**src/rtl/irq_arbiter.sv**
```systemverilog
// External interrupt arbiter: synchronises device lines, latches edge/level requests and
// presents the highest-priority eligible source as one cause bit with in-service nesting.
module irq_arbiter #(
  parameter int unsigned N_SRC   = 8,
  parameter int unsigned CA_BASE = 7
) (
  input  logic             clk,
  input  logic             rst,
  input  logic [N_SRC-1:0] irq,
  input  logic             jisr,
  input  logic             eoi,
  input  logic             cfg_we,
  input  logic [1:0]       cfg_addr,
  input  logic [31:0]      cfg_wdata,
  output logic [31:0]      cfg_rdata,
  output logic [22:0]      ca_ext,
  output logic             irq_valid,
  output logic [3:0]       irq_id
);

  typedef enum logic [1:0] {StIdle, StReq, StAck} state_e;

  state_e           state_q, state_d;
  logic [N_SRC-1:0] s1_q, s2_q, prev_q;
  logic [N_SRC-1:0] enable_q, enable_d, edge_q, edge_d;
  logic [N_SRC-1:0] pending_q, pending_d, insvc_q, insvc_d;
  logic [3:0]       irq_id_q, irq_id_d;
  logic [22:0]      ca_ext_q, ca_ext_d;

  logic [N_SRC-1:0] wdata, insvc_low, elig_mask, eligible, win_oh, ack_oh, edge_set, pend_clr;
  logic [3:0]       win_id;
  logic             any_elig;
  logic             unused_wdata;

  assign wdata        = cfg_wdata[N_SRC-1:0];
  assign unused_wdata = ^cfg_wdata;

  // Only sources strictly above the highest-priority in-service one may nest;
  // with nothing in service, insvc_low is zero and the mask wraps to all ones.
  assign insvc_low = insvc_q & (~insvc_q + N_SRC'(1));
  assign elig_mask = insvc_low - N_SRC'(1);
  assign eligible  = pending_q & enable_q & elig_mask;
  assign win_oh    = eligible & (~eligible + N_SRC'(1));
  assign any_elig  = |eligible;
  assign edge_set  = s2_q & ~prev_q & edge_q;

  always_comb begin
    win_id = '0;
    ack_oh = '0;
    for (int i = N_SRC - 1; i >= 0; i--) begin
      if (eligible[i]) win_id = 4'(i);
    end
    for (int i = 0; i < N_SRC; i++) begin
      if (irq_id_q == 4'(i)) ack_oh[i] = 1'b1;
    end
  end

  always_comb begin
    enable_d = enable_q;
    edge_d   = edge_q;
    pend_clr = '0;
    insvc_d  = insvc_q;
    if (cfg_we && cfg_addr == 2'd0) enable_d = wdata;
    if (cfg_we && cfg_addr == 2'd1) edge_d = wdata;
    if (cfg_we && cfg_addr == 2'd2) pend_clr = wdata;
    if (state_q == StAck) pend_clr = pend_clr | (ack_oh & edge_q);
    // A new edge wins over any clear in the same cycle.
    pending_d = (edge_q & (edge_set | (pending_q & ~pend_clr))) | (~edge_q & s2_q);
    if (eoi) insvc_d = insvc_d & ~insvc_low;
    if (cfg_we && cfg_addr == 2'd3) insvc_d = insvc_d & ~wdata;
    if (state_q == StAck) insvc_d = insvc_d | ack_oh;
  end

  always_comb begin
    state_d  = state_q;
    irq_id_d = irq_id_q;
    ca_ext_d = '0;
    unique case (state_q)
      StIdle: begin
        if (any_elig) begin
          state_d  = StReq;
          irq_id_d = win_id;
          ca_ext_d = 23'(win_oh) << CA_BASE;
        end
      end
      StReq: begin
        if (jisr) begin
          state_d = StAck;
        end else if (any_elig) begin
          irq_id_d = win_id;
          ca_ext_d = 23'(win_oh) << CA_BASE;
        end else begin
          state_d = StIdle;
        end
      end
      StAck:   state_d = StIdle;
      default: state_d = StIdle;
    endcase
  end

  always_ff @(posedge clk) begin
    if (!rst) begin
      state_q   <= StIdle;
      s1_q      <= '0;
      s2_q      <= '0;
      prev_q    <= '0;
      enable_q  <= '0;
      edge_q    <= '0;
      pending_q <= '0;
      insvc_q   <= '0;
      irq_id_q  <= '0;
      ca_ext_q  <= '0;
    end else begin
      state_q   <= state_d;
      s1_q      <= irq;
      s2_q      <= s1_q;
      prev_q    <= s2_q;
      enable_q  <= enable_d;
      edge_q    <= edge_d;
      pending_q <= pending_d;
      insvc_q   <= insvc_d;
      irq_id_q  <= irq_id_d;
      ca_ext_q  <= ca_ext_d;
    end
  end

  assign ca_ext    = ca_ext_q;
  assign irq_valid = (state_q == StReq);
  assign irq_id    = irq_id_q;

  always_comb begin
    unique case (cfg_addr)
      2'd0:    cfg_rdata = 32'(enable_q);
      2'd1:    cfg_rdata = 32'(edge_q);
      2'd2:    cfg_rdata = 32'(pending_q);
      default: cfg_rdata = 32'(insvc_q);
    endcase
  end

endmodule

```
**config.mk**
```make
export PLATFORM = sky130hd
export DESIGN_NAME = irq_arbiter
export DESIGN_NICKNAME = d
export VERILOG_FILES = /design/src/rtl/irq_arbiter.sv
export SDC_FILE = /design/constraint.sdc
export NUM_CORES = 1
export LEC_CHECK = 0
export BUFFER_PORTS_ARGS = -buffer_cell sky130_fd_sc_hd__buf_2
export CORE_MARGIN = 3
export CORE_UTILIZATION = 25
export DETAILED_ROUTE_END_ITERATION = 12
export PLACE_DENSITY = 0.48
export SETUP_SLACK_MARGIN = 0.5
export SLEW_MARGIN = 20
export SYNTH_ARGS = -nofsm -noshare
export SYNTH_HDL_FRONTEND = slang
export SYNTH_SLANG_ARGS = --single-unit
```
**constraint.sdc**
```tcl
create_clock -name clk -period 2.2 [get_ports clk]
set_input_delay 0.11 -clock clk [delete_from_list [all_inputs] [get_ports clk]]
set_output_delay 0.11 -clock clk [all_outputs]
set_load 0.01 [all_outputs]
```
==> metrics.md <==
| Metric | Value |
|---|---|
| Status | `completed` |
| Die ar. | `0.0139 mm^2` |
| Sequential share of the synthesized area | `0.441` |
| Vias | `2277` |
| Critical path's top delay family | `simple AND/OR/NAND/NOR gates` |
| Detailed Route Iter0 Violations | `104` |
| Synthesized area per cell | `9.74 um^2` |
| Top cell type's share of synthesized area | `0.441` |
| Number of core rows | `40` |
| Share of cells above drive strength 1 | `0.236` |
| Fmax | `600 MHz` |
| Largest net degree at the start of global routing | `62` |
| CP Buf/Inv Count | `0` |
| Simple-Gate Fraction of Synth Area | `0.227` |
| Least-Margin Pin Slew | `0.523 ns` |
| TritonCTS buffer count | `9` |
| CTS tree | `yes` |
| Area of the multi-input gates | `0.00160 mm^2` |
| Most frequent cells in the layout | `67 x dfxtp_1, 42 x buf_2, 40 x conb_1, 32 x nand2_1, 25 x and2_1` |
| Synth Area in Compound Gates | `0.102` |
| Largest family of logic cells by synthesized area | `simple AND/OR/NAND/NOR gates` |
| Antenna cells | `0` |
| Reg2reg setup slack | `0.53 ns` |
| Fin area | `0.00385 mm^2` |
| Die Wd | `118 um` |
| Critical-path cell list | `a21oi_2 -> nand2_2 -> or2_4 -> or3_4 -> nor4_4` |
| Clock insertion delay at the later pin of the skew report | `0.33 ns` |
| CP max FO | `5` |
| Number of synthesized flops with an enable pin | `0` |
| Final WL | `7.57 mm` |
| Reg2reg start | `state_q[0]$_SDFFE_PN0P_` |
| Min Tclk post-route | `1.67 ns` |
| Cells after Synth | `322` |
| Top Ports | `107` |
| Synth Area in Adders | `0` |
| Port bufs | `42` |
| Root Driver | `clkbuf_16` |
| Worst Path Arrival | `1.91 ns` |
| Worst Path Required | `2.44 ns` |
| Slowest stage cell on the critical path | `or3_4` |
| Synth area leaders | `dfxtp_1 44%, buf_4 9.8%, mux2i_1 5.4%` |
| Max VDD drop | `0.268 mV` |
| Switching portion of total power | `0.249` |
| Setup TNS | `0 ns` |
| Worst Setup SP | `state_q[0]$_SDFFE_PN0P_` |
| Primary FF master, synth | `dfxtp_1` |
| RD Place Congestion | `0.859` |
| Reg-to-Reg End | `ca_ext[14]$_SDFF_PN0_` |
| WS Path Type | `flop to flop` |
| Yosys reg bits | `69` |
| DRC viols | `0` |
| Clk_skew | `0.00491 ns` |
| Placed insts | `525` |
| Dpl ws | `0.415 ns` |
| Power, Total | `2.85 mW` |
| Stages on the worst setup path | `5` |
| Unrepaired setup endpoints after global routing | `true` |
| P_leak | `1.61 nW` |
| Final worst path period share | `0.758` |
| Final Setup Violations | `0` |
| Mux cell area share after synthesis | `0.113` |
| Post-Syn Area | `0.00314 mm^2` |
| Crit-path max cell delay | `0.41 ns` |
| Deepest clock path buffer count | `2` |
| Final hold vios | `0` |
| Worst reg-to-reg path cell count | `5` |
| Clock Power Share | `0.471` |
| DP Area | `0.00339 mm^2` |
| Combinational power share | `0.072` |
| Hold WS | `0.0752 ns` |
| DP HPWL | `5.42 mm` |
| Area of the core | `0.0121 mm^2` |
| Asr flop ratio synth | `0` |
| DR vias/cell | `4.12` |
| Max-cap violations | `0` |
| Global-route wire length before repair | `11.6 mm` |
| Total global-route track usage | `0.107` |
| Switching power | `0.707 mW` |
| FF/Latch Area | `0.00139 mm^2` |
| Layout Area Growth over Synthesis | `22.7%` |
| Filler Cell Count | `1295` |
| Drt wl/cell | `13.7 um` |
| Power Dens Cells | `740 mW/mm^2` |
| Final worst slack | `0.533 ns` |
| Fin. max-slew vios | `0` |
| Setup crit end kind | `flop` |
| Commonest non-fill, non-tap cell in the layout | `dfxtp_1` |
| Initial Utilization | `0.259` |
| Worst Hold Class | `primary input to flop` |
| Synth Warn # | `0` |
| Detail Route Antenna Nets | `0` |
| Total grt overflow | `0` |
| Startpoint types | `flop` |
| Final Util | `0.318` |
| Register share of total power | `0.457` |
| Clock slew at reported path FFs | `0.06 ns` |
| Max_slew headroom | `0.652` |
| CTS Sinks | `69` |
| Number of global-route vias before repair | `2123` |
| First-pass iteration count of the detailed router | `4` |
| Initial antenna violation count | `0` |
| Distinct cells, synth | `43` |
| Die extent in y | `118 um` |
| Synth Area in XOR/XNOR | `0` |
| Net count, final | `427` |
| H-tree depth | `3` |
| Area leader, netlist | `dfxtp_1` |
| Pint | `2.14 mW` |
| Crit path to | `ca_ext[14]$_SDFF_PN0_` |
| Post-Layout Cell Count | `553` |
==> timing repair <==
| item | 4_1_cts | 5_1_grt |
|---|---|---|
| buffers inserted | 1 | 3 |
| hold buffers | 8 | 0 |
| hold endpoints to repair | 8 | 0 |
| resized for setup | 6 | 9 |
| setup endpoints to repair | 5 | 5 |
| pin swaps | 2 | 6 |
==> cells by family (layout without fill, tap and decap cells) <==
| family | count (synthesis) | after routing |
|---|---|---|
| compound gates | 43 | 43 |
| buf+inv | 53 | 77 |
| simple gates | 131 | 131 |
| flops | 69 | 69 |
| mux | 25 | 25 |
| other cells | 1 | 40 |
==> worst min path at each step <==
stage / from / end / slack [ns] / cells after the start
2_1_floorplan: irq[0] / s1_q[0]$_SDFF_PN0_ / 0.24 / 1
3_3_place_gp: irq[4] / s1_q[4]$_SDFF_PN0_ / 0.32 / 2
3_5_place_dp: irq[7] / s1_q[7]$_SDFF_PN0_ / 0.32 / 2
4_1_cts: jisr / state_q[1]$_SDFFE_PN0P_ / 0.05 / 2
5_1_grt: jisr / state_q[1]$_SDFFE_PN0P_ / 0.09 / 2
6_report: jisr / state_q[1]$_SDFFE_PN0P_ / 0.08 / 2
==> power groups by stage <==
stage	clock network, mW	registers (mW)	logic [mW]
after detailed placement	0	1.33	0.189
after CTS	1.38	1.30	0.200
after global routing	1.43	1.30	0.225
after floorplan	0	1.32	0.179
final	1.34	1.30	0.206
after global placement	0	1.33	0.186
==> state kept, by name (all words and copies together), names as in the netlist <==
signal	flops
enable_q	8
state_q	2
edge_q	8
ca_ext	8
s2_q	8
insvc_q	8
s1_q	8
prev_q	8
irq_id	3
pending_q	8
==> final cells by class <==
| cell class | instances | share of cell area |
|---|---|---|
| well taps | 168 | 0.0547 |
| clock buffers | 10 | 0.0595 |
| repair buffers | 60 | 0.0950 |
| inverters | 1 | 0.000976 |
| flip-flops and latches | 69 | 0.360 |
| clock inverters | 6 | 0.0124 |
| multi-input cells | 239 | 0.417 |
==> synthesized netlist by cell type (4+ instances only) <==
master and instances:
a21boi_0 8, a22o_1 8, nand3_1 18, buf_2 4, clkbuf_1 6, mux2i_1 17
and2_1 25, a21oi_1 11, nand3b_1 6, nor2b_1 18, mux4_2 7, nor3_1 5
nor2_1 10, buf_4 41, nand2_1 33, dfxtp_1 69
==> layer usage <==
layer / track usage / wire [um] / vias to the layer above
met1: 0.147 / 3810 / 1036
met5: 0 / 0 / -
met4: 0.0396 / 99 / 0
met2: 0.154 / 3220 / 70
li1: - / - / 1161
met3: 0.0370 / 430 / 10
Power figures use the tool's default switching activity.
